File: config.mk
export PLATFORM = sky130hd
export DESIGN_NAME = aes_seq_ctrl
export DESIGN_NICKNAME = d
export VERILOG_FILES = /design/src/rtl/aes_seq_ctrl.sv
export SDC_FILE = /design/constraint.sdc
export NUM_CORES = 1
export LEC_CHECK = 0
export ABC_CLOCK_PERIOD_IN_PS = 3290
export BUFFER_PORTS_ARGS = -buffer_cell sky130_fd_sc_hd__buf_2
export CORE_AREA = 5 5 374 376
export DETAILED_ROUTE_END_ITERATION = 8
export DIE_AREA = 0 0 379 381
export PLACE_DENSITY = 0.3
export SLEW_MARGIN = 20
export SYNTH_ARGS = -nofsm -noshare
export SYNTH_HDL_FRONTEND = slang
export SYNTH_SLANG_ARGS = --single-unit
File: constraint.sdc
create_clock -name in_clk -period 3.29 [get_ports in_clk]
set_clock_uncertainty 0.2 [all_clocks]
set_input_delay 0.4935 -clock in_clk [delete_from_list [all_inputs] [get_ports in_clk]]
set_output_delay 0.4935 -clock in_clk [all_outputs]
set_load 0.005 [all_outputs]
File: src/rtl/aes_seq_ctrl.sv
// AES-128 encrypt sequencer: drives an external combinational round unit for
// ten rounds, then writes the ciphertext back to the register file one 32-bit
// word per cycle, yielding to the pipeline's own WB writes.
module aes_seq_ctrl #(
  parameter int unsigned WR_WORDS = 4
) (
  input  logic         in_clk,
  input  logic         in_rst,
  input  logic         in_start,
  input  logic [127:0] in_cipherkey,
  input  logic [127:0] in_state,
  input  logic [4:0]   in_dst_base,
  input  logic         in_wb_regWrite,
  input  logic [127:0] in_rnd_state_next,
  input  logic [127:0] in_rnd_key_next,
  output logic [127:0] out_rnd_state,
  output logic [127:0] out_rnd_key,
  output logic [7:0]   out_rnd_rcon,
  output logic         out_rnd_final,
  output logic         out_aes_wr_en,
  output logic [4:0]   out_aes_wr_addr,
  output logic [31:0]  out_aes_wr_data,
  output logic         out_stall,
  output logic         out_busy,
  output logic         out_done,
  output logic [127:0] out_result
);

  localparam int unsigned DATA_W = 128;
  localparam int unsigned WORD_W = 32;
  localparam int unsigned ADDR_W = 5;
  localparam int unsigned RND_W  = 4;
  localparam int unsigned IDX_W  = 2;

  localparam logic [RND_W-1:0] LAST_RND = RND_W'(10);
  localparam logic [IDX_W-1:0] LAST_W   = IDX_W'(WR_WORDS - 1);

  typedef enum logic [1:0] {
    IDLE  = 2'd0,
    ROUND = 2'd1,
    WB    = 2'd2
  } fsm_t;

  fsm_t               fsm_q;
  fsm_t               fsm_d;
  logic [DATA_W-1:0]  state_reg;
  logic [DATA_W-1:0]  key_reg;
  logic [DATA_W-1:0]  result_q;
  logic [ADDR_W-1:0]  dst_q;
  logic [RND_W-1:0]   rnd_q;
  logic [IDX_W-1:0]   w_q;
  logic               done_q;
  logic               wr_accept;
  logic               last_word;

  // Round constant for the round currently being computed
  function automatic logic [7:0] rcon_of(input logic [RND_W-1:0] r);
    case (r)
      4'd1:    rcon_of = 8'h01;
      4'd2:    rcon_of = 8'h02;
      4'd3:    rcon_of = 8'h04;
      4'd4:    rcon_of = 8'h08;
      4'd5:    rcon_of = 8'h10;
      4'd6:    rcon_of = 8'h20;
      4'd7:    rcon_of = 8'h40;
      4'd8:    rcon_of = 8'h80;
      4'd9:    rcon_of = 8'h1b;
      4'd10:   rcon_of = 8'h36;
      default: rcon_of = 8'h00;
    endcase
  endfunction

  // Pipeline WB has strict priority over the AES write-back
  assign wr_accept = (fsm_q == WB) && !in_wb_regWrite;
  assign last_word = (w_q == LAST_W);

  // FSM state register
  always_ff @(posedge in_clk) begin
    if (in_rst) begin
      fsm_q <= IDLE;
    end else begin
      fsm_q <= fsm_d;
    end
  end

  // FSM next-state logic
  always_comb begin
    fsm_d = fsm_q;
    case (fsm_q)
      IDLE:    if (in_start) fsm_d = ROUND;
      ROUND:   if (rnd_q == LAST_RND) fsm_d = WB;
      WB:      if (wr_accept && last_word) fsm_d = IDLE;
      default: fsm_d = IDLE;
    endcase
  end

  // Datapath registers: round state/key, counters, result and done pulse
  always_ff @(posedge in_clk) begin
    if (in_rst) begin
      state_reg <= '0;
      key_reg   <= '0;
      result_q  <= '0;
      dst_q     <= '0;
      rnd_q     <= '0;
      w_q       <= '0;
      done_q    <= 1'b0;
    end else begin
      done_q <= wr_accept && last_word;
      case (fsm_q)
        IDLE: begin
          if (in_start) begin
            key_reg   <= in_cipherkey;
            state_reg <= in_state ^ in_cipherkey;
            dst_q     <= in_dst_base;
            rnd_q     <= RND_W'(1);
            w_q       <= '0;
          end
        end
        ROUND: begin
          state_reg <= in_rnd_state_next;
          key_reg   <= in_rnd_key_next;
          if (rnd_q == LAST_RND) begin
            w_q <= '0;
          end else begin
            rnd_q <= RND_W'(rnd_q + RND_W'(1));
          end
        end
        WB: begin
          if (wr_accept) begin
            if (last_word) begin
              result_q <= state_reg;
            end else begin
              w_q <= IDX_W'(w_q + IDX_W'(1));
            end
          end
        end
        default: ;
      endcase
    end
  end

  // Output decode from FSM state and datapath registers
  always_comb begin
    out_rnd_rcon    = 8'h00;
    out_rnd_final   = 1'b0;
    out_aes_wr_en   = 1'b0;
    out_aes_wr_addr = '0;
    out_aes_wr_data = '0;
    out_busy        = 1'b0;
    out_stall       = 1'b0;
    case (fsm_q)
      IDLE: begin
        out_stall = in_start;
      end
      ROUND: begin
        out_busy      = 1'b1;
        out_stall     = 1'b1;
        out_rnd_rcon  = rcon_of(rnd_q);
        out_rnd_final = (rnd_q == LAST_RND);
      end
      WB: begin
        out_busy      = 1'b1;
        out_stall     = 1'b1;
        out_aes_wr_en = wr_accept;
        if (wr_accept) begin
          out_aes_wr_addr = ADDR_W'(dst_q + ADDR_W'(w_q));
          case (w_q)
            2'd0:    out_aes_wr_data = state_reg[127:96];
            2'd1:    out_aes_wr_data = state_reg[95:64];
            2'd2:    out_aes_wr_data = state_reg[63:32];
            default: out_aes_wr_data = state_reg[WORD_W-1:0];
          endcase
        end
      end
      default: ;
    endcase
  end

  assign out_rnd_state = state_reg;
  assign out_rnd_key   = key_reg;
  assign out_done      = done_q;
  assign out_result    = result_q;

endmodule

==> flow_summary.ini <==
[floorplan]
die_h_um = 381
io_pins = 955
dieArea_um2 = 144000
floorplan.initialDensity = 0.137
core_um2 = 136000
rows = 136
die_w_um = 379

[global_routing]
track_usage = 0.174
grt_pass1_wl_um = 175000
grt-ovfl-total = 0
grt_pass1_vias = 21000
antenna_found_initial = 16
grt_max_degree = 129

[drt]
wire_per_inst_um = 25.3
drt_iter0_drc = 1135
drtAntennaViolNets = 0
totalWireLength_um = 133000
drc_errors = 0
first_pass_iters = 6
vias = 20700
avgViaCountPerCell = 3.94

[final_layout]
fillers = 15600
nNetsFinal = 3959
final_common_cell = buf_2
final_layout_size_suffix_gt1_frac = 0.339
post-route-util = 0.214
final_cell_mix = 951 x buf_2, 650 x nand2_1, 404 x dfxtp_1, 290 x a21oi_1, 201 x nor2_1
design_area_um2 = 29200
area_growth_pct = 56.8

[cts]
root_buffer = clkbuf_16
clk_latency_ns = 0.64
cts.sinks = 406
cts_tree = yes
cts.reportedPaths.clkPinSlew_ns = 0.06
h-tree-depth = 2
cts_max_path_buffers = 3
cts_buffers = 56

[timing]
rsz0062_at_grt = true
hold_viol = 0
fin_setup_tns_ns = -2.12
fin_crit_sh = 1.10
fin_ws_ns = -0.329
drv_slew = 0
max_clock_freq_ghz = 0.276
fin_crit_ns = 3.62
slew_headroom = 0.0973
worst_slew_pin_slew_ns = 1.35
setup_viol = 17

[worst_hold_path]
whs_path_depth = 2
worstHoldStart = in_rst
holdPathEnd = rnd_q[0]
hold_path_class = primary input to register

[synth]
synth_edf_count = 0
synth_area_per_cell_um2 = 7.78
synth_ff_type = dfxtp_1
synth_cells = 2396
async_flop_share = 0
ys_seq_area_frac = 0.436
synth_fp_nets = 2936
yosysUniqueCellTypes = 38
yosysWarnings = 0
netlist_area_um2 = 18600
synth_seq_cells = 406

[placed_design]
dpl_cell_area_um2 = 25700
dp_hpwl_um = 105000
io_buffers = 954
gp_congestion = 0.816

[setup_path]
criticalPathCategory = register to output port
timing.rr.end = out_rnd_key[1]
arrival_ns = 2.93
critPathMaxFanout = 7
reg2reg_from = fsm_q[1]
r2r_slack_ns = 0.23
required_ns = 2.60
cp-end-kind = output port
critPathLaunchType = register
worstRegToRegCells = 8

[flow_run]
drv_cap = 0

[power_and_ir_drop]
p_leak_nw = 12.5
totalPowerFinal_w = 0.0250
powerDensity_nw_per_um2 = 854
peakVddDrop_mv = 0.444

[status]
violations = setup timing
status = finished with violations
through the flow:
step	worst slack, ns	std cells	hold slack, ns
after floorplan	0.714	2396	0.241
after global placement	0.0721	5017	0.240
after detailed placement	0.0132	5017	0.244
after CTS	-0.216	5245	0.0000472
after global routing	-0.294	5255	0.0272
final	-0.329	5259	0.0475
cells by family (layout without fill, tap and decap cells):
kind of cell    after synthesis  count (layout)  share of synthesized area
fa+ha+maj                    19              19                     0.0132
other cells                   0               4                          0
xor+xnor                    131             131                     0.0615
mux                         132             132                     0.0709
compound gates              603             603                      0.191
simple gates                897             897                      0.185
buf+inv                     208            1273                     0.0424
flops                       406             406                      0.436
worst max-delay path, cell delays in order (launching register included):
cell and delay (ns):
dfxtp_4 0.35, buf_6 0.12, ha_4 0.20, a222oi_1 1.13, nor2_1 0.08, a21oi_1 0.18, nor2_1 0.05, buf_2 0.16
repair_timing:
action                                  CTS  global route
endpoints found under the setup margin   32            29
resized for setup                        22            36
cloned                                    0             2
pin swaps                                11            43
buffers inserted                         13             9
endpoints found under the hold margin    71             0
hold buffers                            115             0
routing by layer:
layer | global-route usage | share of wire | vias to the layer above
met2 | 0.308 | 0.49 | 685
li1 | - | - | 10200
met1 | 0.207 | 0.41 | 9715
met5 | 0 | 0 | -
met4 | 0.0557 | 0.034 | 0
met3 | 0.0424 | 0.065 | 149
cell type report:
cell class,instances,area (um2),area share
diodes,4,10.0,0.000342
clock inverters,17,289,0.00988
flip-flops and latches,406,8140,0.278
clock buffers,83,1660,0.0569
inverters,12,50.0,0.00171
repair buffers,1161,6970,0.238
multi-input cells,1782,9880,0.338
well taps,1794,2240,0.0768
sequential cells by signal, indices dropped and copies added, names as in the netlist, named ones only:
name,flops
w_q,2
out_rnd_state,128
out_done,1
fsm_q,2
dst_q,5
rnd_q,4
out_rnd_key,128
out_result,128
worst max path at each step:
stage	cells after the start	slack (ns)	endpoint	start
floorplan	11	0.71	register	fsm_q[0]
global placement	7	0.07	out_aes_wr_data[20]	w_q[1]
detailed placement	7	0.01	out_aes_wr_data[19]	w_q[1]
CTS	7	-0.22	out_aes_wr_data[20]	w_q[0]
global route	7	-0.29	out_aes_wr_data[19]	w_q[0]
finish	7	-0.33	out_aes_wr_data[19]	w_q[0]
Yosys cell counts (all sizes together) (11+ instances only):
library cell / count / area, um2
nand2: 651 / 2440
dfxtp: 406 / 8130
a21oi: 299 / 1500
nor2: 212 / 796
clkbuf: 183 / 687
mux2i: 131 / 1310
o21ai: 131 / 656
xnor2: 130 / 1140
a211oi: 129 / 968
a222oi: 33 / 330
ha: 18 / 225
buf: 13 / 58.8
inv: 12 / 45.0
and2: 11 / 68.8
power breakdown:
group          internal, W  switching, W  leakage, nW
combinational      0.00394       0.00631         8.21
sequential         0.00622       0.00194         3.33
clock              0.00402       0.00255        0.945
Note: power is estimated with default switching activity, not from simulation.
